File: src/rtl/mem_access_ctrl.sv
// mem_access_ctrl
//   Sequences CPU instruction-fetch and load/store requests onto the unified
//   code/data Memory port (addr / WR / IR_DR / MDataIn), waits out the
//   memory's one-cycle registered read latency, returns the fetched word or
//   load data with a one-cycle done pulse, range-checks every access against
//   the populated code/data depths and keeps saturating access counters.
//
// Ports
//   clk, reset                 clock, asynchronous active-high reset
//   fetch_req, fetch_pc        instruction fetch request / word address
//   ls_req, ls_we, ls_addr,
//   ls_wdata                   load/store request, 1 = store, address, data
//   fetch_done, instr          fetch completion pulse / last fetched word
//   ls_done, ls_rdata          load/store completion pulse / last load data
//   addr_err                   accompanies a done pulse for out-of-range access
//   busy                       high whenever the sequencer is not idle
//   mem_addr, mem_WR,
//   mem_IR_DR, mem_MDataIn     Memory request side (WR = 0 writes)
//   mem_IR, mem_DR             Memory registered read data
//   fetch_cnt, load_cnt,
//   store_cnt                  saturating counts of in-range completions
module mem_access_ctrl #(
  parameter int CODE_DEPTH = 19,
  parameter int DATA_DEPTH = 8,
  parameter int CNT_W      = 16
) (
  input  logic             clk,
  input  logic             reset,
  input  logic             fetch_req,
  input  logic [31:0]      fetch_pc,
  input  logic             ls_req,
  input  logic             ls_we,
  input  logic [31:0]      ls_addr,
  input  logic [31:0]      ls_wdata,
  output logic             fetch_done,
  output logic [31:0]      instr,
  output logic             ls_done,
  output logic [31:0]      ls_rdata,
  output logic             addr_err,
  output logic             busy,
  output logic [31:0]      mem_addr,
  output logic             mem_WR,
  output logic             mem_IR_DR,
  output logic [31:0]      mem_MDataIn,
  input  logic [31:0]      mem_IR,
  input  logic [31:0]      mem_DR,
  output logic [CNT_W-1:0] fetch_cnt,
  output logic [CNT_W-1:0] load_cnt,
  output logic [CNT_W-1:0] store_cnt
);

  typedef enum logic [2:0] {
    IDLE    = 3'd0,
    F_ISSUE = 3'd1,
    F_CAP   = 3'd2,
    L_ISSUE = 3'd3,
    L_CAP   = 3'd4,
    S_ISSUE = 3'd5,
    S_DONE  = 3'd6
  } state_t;

  state_t      state, state_nxt;
  logic [31:0] a_reg, w_reg;
  logic        err_reg;
  logic [31:0] instr_reg, rdata_reg;
  logic        fetch_oor, ls_oor;

  function automatic logic [CNT_W-1:0] sat_inc(input logic [CNT_W-1:0] v);
    if (&v) return v;
    return v + CNT_W'(1);
  endfunction

  // Full 32-bit compare so high-order address bits can never alias into range.
  assign fetch_oor = (fetch_pc >= 32'(CODE_DEPTH));
  assign ls_oor    = (ls_addr  >= 32'(DATA_DEPTH));

  // State register
  always_ff @(posedge clk or posedge reset) begin
    if (reset) state <= IDLE;
    else       state <= state_nxt;
  end

  // Next-state logic; out-of-range accesses skip the issue cycle entirely.
  always_comb begin
    state_nxt = state;
    case (state)
      IDLE: begin
        if (ls_req) begin
          if (ls_we) state_nxt = ls_oor ? S_DONE : S_ISSUE;
          else       state_nxt = ls_oor ? L_CAP  : L_ISSUE;
        end else if (fetch_req) begin
          state_nxt = fetch_oor ? F_CAP : F_ISSUE;
        end
      end
      F_ISSUE: state_nxt = F_CAP;
      F_CAP:   state_nxt = IDLE;
      L_ISSUE: state_nxt = L_CAP;
      L_CAP:   state_nxt = IDLE;
      S_ISSUE: state_nxt = S_DONE;
      S_DONE:  state_nxt = IDLE;
      default: state_nxt = IDLE;
    endcase
  end

  // Request capture, result holding registers and counters
  always_ff @(posedge clk or posedge reset) begin
    if (reset) begin
      a_reg     <= '0;
      w_reg     <= '0;
      err_reg   <= 1'b0;
      instr_reg <= '0;
      rdata_reg <= '0;
      fetch_cnt <= '0;
      load_cnt  <= '0;
      store_cnt <= '0;
    end else begin
      if (state == IDLE) begin
        if (ls_req) begin
          a_reg   <= ls_addr;
          w_reg   <= ls_wdata;
          err_reg <= ls_oor;
        end else if (fetch_req) begin
          a_reg   <= fetch_pc;
          err_reg <= fetch_oor;
        end
      end
      case (state)
        F_CAP: begin
          instr_reg <= err_reg ? 32'd0 : mem_IR;
          if (!err_reg) fetch_cnt <= sat_inc(fetch_cnt);
        end
        L_CAP: begin
          rdata_reg <= err_reg ? 32'd0 : mem_DR;
          if (!err_reg) load_cnt <= sat_inc(load_cnt);
        end
        S_DONE: begin
          if (!err_reg) store_cnt <= sat_inc(store_cnt);
        end
        default: ;
      endcase
    end
  end

  // Output logic. mem_WR defaults high so that only S_ISSUE can write; since
  // the state register resets asynchronously, reset releases WR immediately.
  // instr/ls_rdata bypass the capture register during the done cycle so the
  // result is valid together with the pulse.
  always_comb begin
    mem_addr    = '0;
    mem_WR      = 1'b1;
    mem_IR_DR   = 1'b0;
    mem_MDataIn = '0;
    fetch_done  = 1'b0;
    ls_done     = 1'b0;
    instr       = instr_reg;
    ls_rdata    = rdata_reg;
    case (state)
      F_ISSUE: mem_addr = a_reg;
      F_CAP: begin
        fetch_done = 1'b1;
        instr      = err_reg ? 32'd0 : mem_IR;
      end
      L_ISSUE: begin
        mem_addr  = a_reg;
        mem_IR_DR = 1'b1;
      end
      L_CAP: begin
        ls_done  = 1'b1;
        ls_rdata = err_reg ? 32'd0 : mem_DR;
      end
      S_ISSUE: begin
        mem_addr    = a_reg;
        mem_IR_DR   = 1'b1;
        mem_MDataIn = w_reg;
        mem_WR      = 1'b0;
      end
      S_DONE: ls_done = 1'b1;
      default: ;
    endcase
  end

  assign addr_err = err_reg & (fetch_done | ls_done);
  assign busy     = (state != IDLE);

endmodule

File: config.mk
export PLATFORM = sky130hd
export DESIGN_NAME = mem_access_ctrl
export DESIGN_NICKNAME = d
export VERILOG_FILES = /design/src/rtl/mem_access_ctrl.sv
export SDC_FILE = /design/constraint.sdc
export NUM_CORES = 1
export LEC_CHECK = 0
export ABC_AREA = 0
export BUFFER_PORTS_ARGS = -buffer_cell sky130_fd_sc_hd__buf_2
export CORE_MARGIN = 5
export CORE_UTILIZATION = 35
export CTS_BUF_LIST = sky130_fd_sc_hd__clkbuf_8 sky130_fd_sc_hd__clkbuf_16
export DETAILED_ROUTE_END_ITERATION = 10
export PLACE_DENSITY = 0.7
export SLEW_MARGIN = 20
export SYNTH_ARGS = -nofsm -noshare
export SYNTH_HDL_FRONTEND = slang
export SYNTH_SLANG_ARGS = --single-unit
File: constraint.sdc
create_clock -name clk -period 6.03 [get_ports clk]
set_input_delay 0.3015 -clock clk [delete_from_list [all_inputs] [get_ports clk]]
set_output_delay 0.3015 -clock clk [all_outputs]
set_load 0.01 [all_outputs]
Word level (Yosys, flattened, before mapping)
Cells that the tools add are included.
{"block": "op_classes", "add_sub_neg": 3, "n_lt_le_gt_ge": 2, "n_eq_ne": 10, "n_mux": 33, "n_bitwise": 3, "n_reduce_logical": 14}
{"operator": "32-bit 2-to-1 mux", "n": 8}
{"operator": "16-bit by 1-bit adder with 16-bit output, second input constant", "n": 3}
{"operator": "16-bit 2-to-1 mux", "n": 3}
{"operator": "16-bit AND reduction", "n": 3}
{"operator": "32-bit by 4-bit greater-or-equal comparator with 1-bit output, second input constant", "n": 1}
{"operator": "32-bit by 5-bit greater-or-equal comparator with 1-bit output, second input constant", "n": 1}
{"operator": "1-bit 2-to-1 mux", "n": 15}
{"operator": "3-bit 2-to-1 mux", "n": 4}
{"operator": "3-bit case mux with 4 select lines", "n": 1}
{"operator": "3-bit == test, second input constant", "n": 3}
{"operator": "3-bit AND reduction", "n": 3}
{"operator": "3-bit by 2-bit == test with 1-bit output, second input constant", "n": 2}
{"operator": "2-bit inequality test, second input constant", "n": 3}
{"operator": "2-bit 2-to-1 mux", "n": 2}
{"operator": "2-bit AND reduction", "n": 2}
{"operator": "2-bit OR reduction", "n": 2}
{"operator": "3-bit by 1-bit == test with 1-bit output, second input constant", "n": 1}
{"operator": "3-bit zero test", "n": 1}
{"operator": "3-bit inequality test, second input constant", "n": 1}
{"operator": "3-bit nonzero test", "n": 1}
{"operator": "3-bit OR reduction", "n": 1}
{"operator": "2-bit nonzero test", "n": 1}
{"operator": "1-bit bitwise AND", "n": 1}
{"operator": "1-bit NOT", "n": 1}
{"operator": "1-bit bitwise OR", "n": 1}
{"block": "word_totals", "reg_bits": 180, "input_bits": 165, "elab_cells": 74}

Logic depth before layout (Yosys ltp)
{"block": "depth", "depth_word": 6, "ltp_mapped": 8, "mapped_depth_nobuf": 8}

Worst setup path before layout
Ideal clock, no wire load.
{"block": "synth_timing", "kind": "reg-to-reg", "startpoint": "reg state[1]", "endpoint": "reg w_reg[10]", "setup_ps": 125, "arrival_time_ps": 1836, "t_required_ps": 5905, "setup_slack_ps": 4069, "path_stages_with_launch": 8, "path_cell_list": "dfrtp_1 > buf_4 > or3_1 > nor2_1 > and2_1 > buf_2 > buf_4 > mux2_2"}
{"block": "synth_via", "elab_chain_len": 2}
{"item": "from (decl)", "line": "62", "rtl": "state_t state, state_nxt;"}
{"item": "from (signal assigned)", "line": "80", "rtl": "else state <= state_nxt;"}
{"item": "3-bit zero test", "line": "117", "rtl": "if (state == IDLE) begin"}
{"item": "2-bit AND reduction (no line)"}
{"item": "to (signal assigned)", "line": "120", "rtl": "w_reg <= ls_wdata;"}
{"item": "to (decl)", "line": "63", "rtl": "logic [31:0] a_reg, w_reg;"}
No other way between the ends.
A chain may end at the register's enable or synchronous reset.

Worst setup path in the final report
{"block": "layout_timing", "startpoint": "reg state[0]", "endpoint": "out instr[13]"}
{"block": "layout_via", "elab_chain_len": 2}
{"item": "3-bit by 2-bit == test with 1-bit output", "line": "157", "rtl": "case (state)"}
{"item": "32-bit 2-to-1 mux", "line": "157"}
{"item": "to (decl)", "line": "36", "rtl": "output logic [31:0] instr,"}
No other way between the ends.

==> impl_metrics.tcl <==
set metrics [dict create \
    outcome "completed" \
    setup_tns_ns 0 \
    async_reset_ff_share_pct 100.0 \
    io_buffer_count 346 \
    synth_area_um2 8391 \
    crit_fanout 68 \
    tightest_slew_ns 1.028 \
    internal_power_mw 2.068 \
    synth.area.top_cells "dfrtp_1 (54%), nand2b_1 (4.8%), mux2_2 (4.7%), mux2i_1 (3.9%), o21ai_0 (3.9%)" \
    r2r-start "state[0]" \
    die-area_um2 27170 \
    drcViolationCount 0 \
    cts.htree.levels 4 \
    rsz0062_at_grt "no" \
    grt_pass1_wl_um 36390 \
    vias_per_cell 4.789 \
    wl_per_cell_um 16.20 \
    syn2layout_area_growth_pct 30.91 \
    die_y_um 164.8 \
    ys_ff_latch 180 \
    skew_ns 0.01413 \
    num_antenna_cells 0 \
    power_frac_clock_pct 39.8 \
    cts_setup_buffers 0 \
    switchingPower_mw 0.7558 \
    fin_cells 1470 \
    period_share_pct 49.87 \
    min_path_type "input port to async pin" \
    utilization_pct 46.66 \
    required_ns 5.73 \
    cts-root-buf "clkbuf_16" \
    endpoint_kind "output port" \
    synth.most_common_cell "dfrtp_1" \
    r2r_end "load_cnt[1]" \
    start_util_pct 35.64 \
    dp_cells 1438 \
    n_fill_cell 2282 \
    critPathArrivalTime_ns 2.71 \
    post_dp_cell_area_um2 10370 \
    ys_seq_area_share_pct 53.68 \
    cts_buffers 17 \
    rows 56 \
    yosys_warnings 0 \
    clock_latency_ns 0.43 \
    drive_gt1_share_pct 37.62 \
    cts.sinks 180 \
    fin_crit_ns 3.007 \
    ir_worst_vdd_uv 165.5 \
    dp.final_hpwl_um 17720 \
    worst-r2r-cell-count 5 \
    switching_share_pct 26.77 \
    io_pins 347 \
    cts_resized 0 \
    power_density_nw_per_um2 257.1 \
    via_count 7040 \
    yosysUniqueCellTypes 42 \
    synth_top_cell_by_area "dfrtp_1" \
    max_slew_margin_pct 31.46 \
    wl_um 23820 \
    dr.pass1.iters 4 \
    antenna_found_initial 2 \
    grtUsageTotal_pct 16.99 \
    ant_nets 0 \
    leakagePower_nw 5.726 \
    core_um2 23540 \
    chipWidth_um 164.8 \
    fin_area_um2 10980 \
    grt_max_degree 83 \
    synthesis.nets 986 \
    start_kind "flop" \
    drt_iter0_drc 334 \
    cap_viol_max_count 0 \
    hold_buffers 0 \
    combPwrFrac_pct 11.1 \
    synth-edff-count 0 \
    seqPwrFrac_pct 49.1 \
    syn_inst 817 \
    fmax_ghz 0.3325 \
    setup_violations 0 \
    ff2ff_setup_slack_ns 3.29 \
    path_class "flop to output port" \
    synth_top_area_share_pct 53.68 \
    final_max_slew_viol_count 0 \
    synth_area_per_cell_um2 10.27 \
    ys_top_cells_by_count "dfrtp_1 (180), nand2_1 (82), nand2b_1 (65), o21ai_0 (65), nor2_1 (50)" \
    cts_tree "built" \
    cts.clk_slew.worst_paths_ns 0.07 \
    gr-total-overflow 0 \
    first_global_vias 6973 \
    synth_top_flop_cell "dfrtp_1" \
    gp_congestion 0.9100 \
    hold_viol_final 0 \
    final_nets 1307 \
    clockBufferDepth 2 \
]
[placed cells by master (no fill, tap or decap), types with 2 or more instances in the layout]
cell	count
o21ai_0	65
nand2_1	82
nor2_1	49
clkinv_8	2
clkinv_4	4
nor3_1	8
and4_1	4
nand2b_1	65
and3_1	40
clkbuf_16	17
mux2_2	35
inv_6	3
nand3_1	19
buf_2	346
mux2i_1	33
buf_4	6
ha_1	4
xor2_1	17
nand4_1	21
and2_1	35
a21oi_1	35
or3_1	3
xnor2_1	28
nor4_1	15
inv_8	4
dfrtp_1	179
inv_1	8
[metal layers]
layer / share of wire, % / wire length (µm) / global-route usage (%) / vias to the layer above
met3: 9.4 / 2245 / 5.890 / 22
met2: 49 / 11680 / 29.33 / 287
met5: 0.13 / 32 / 0 / -
met1: 40 / 9618 / 20.43 / 3290
li1: - / - / - / 3437
met4: 1.0 / 238 / 3.970 / 4
[kinds of logic (layout without fill, tap and decap cells)]
group,after synthesis,after routing,synth area share (%)
AND/OR/NAND/NOR,354,354,22.74
flip-flops,180,180,53.68
AO/OA/AOI/OAI,107,107,6.636
multiplexers,68,68,8.634
buffers and inverters,59,393,3.012
XOR/XNOR,45,45,4.697
adder cells (fa/ha/maj),4,4,0.5965
[cell type report]
type	instances	area (µm²)	area share, %
sequential	180	4506	41.02
clock buffer	18	439.2	3.998
inverter	9	38.79	0.3531
tap	319	399.1	3.634
clock inverter	14	165.2	1.504
multi-input combinational	578	3660	33.32
timing repair buffer	352	1777	16.17
[worst max path at each step]
stage | startpoint | endpoint | slack [ns] | depth (start not counted)
2_1_floorplan | reset | a_reg[0] | 0.84 | 1
3_5_place_dp | state[0] | mem_addr[6] | 3.21 | 4
5_1_grt | state[0] | instr[13] | 2.74 | 3
6_report | state[0] | instr[13] | 3.02 | 3
4_1_cts | state[0] | mem_addr[6] | 2.73 | 4
3_3_place_gp | state[0] | load_cnt[13] | 3.34 | 6
[critical path, stage by stage, from the launching register on]
cell	delay, ns
dfrtp_1	1.02
or3b_4	0.74
o21ai_0	0.30
buf_2	0.21
[through the flow]
step / setup slack [ns] / power (mW) / hold slack [ns]
5_1_grt: 2.744 / 2.970 / 0.04334
4_1_cts: 2.730 / 2.864 / 0.01909
2_1_floorplan: 0.8415 / 1.596 / 0.4531
3_3_place_gp: 3.336 / 1.715 / 0.4663
6_report: 3.023 / 2.824 / 0.001465
3_5_place_dp: 3.214 / 1.724 / 0.4711
[power groups by stage]
stage / clock [mW] / combinational, mW / sequential, mW
final: 1.13 / 0.313 / 1.39
after global routing: 1.21 / 0.355 / 1.40
after CTS: 1.16 / 0.318 / 1.38
after detailed placement: 0 / 0.320 / 1.40
after global placement: 0 / 0.307 / 1.41
after floorplan: 0 / 0.214 / 1.38
Power figures use the tool's default switching activity.
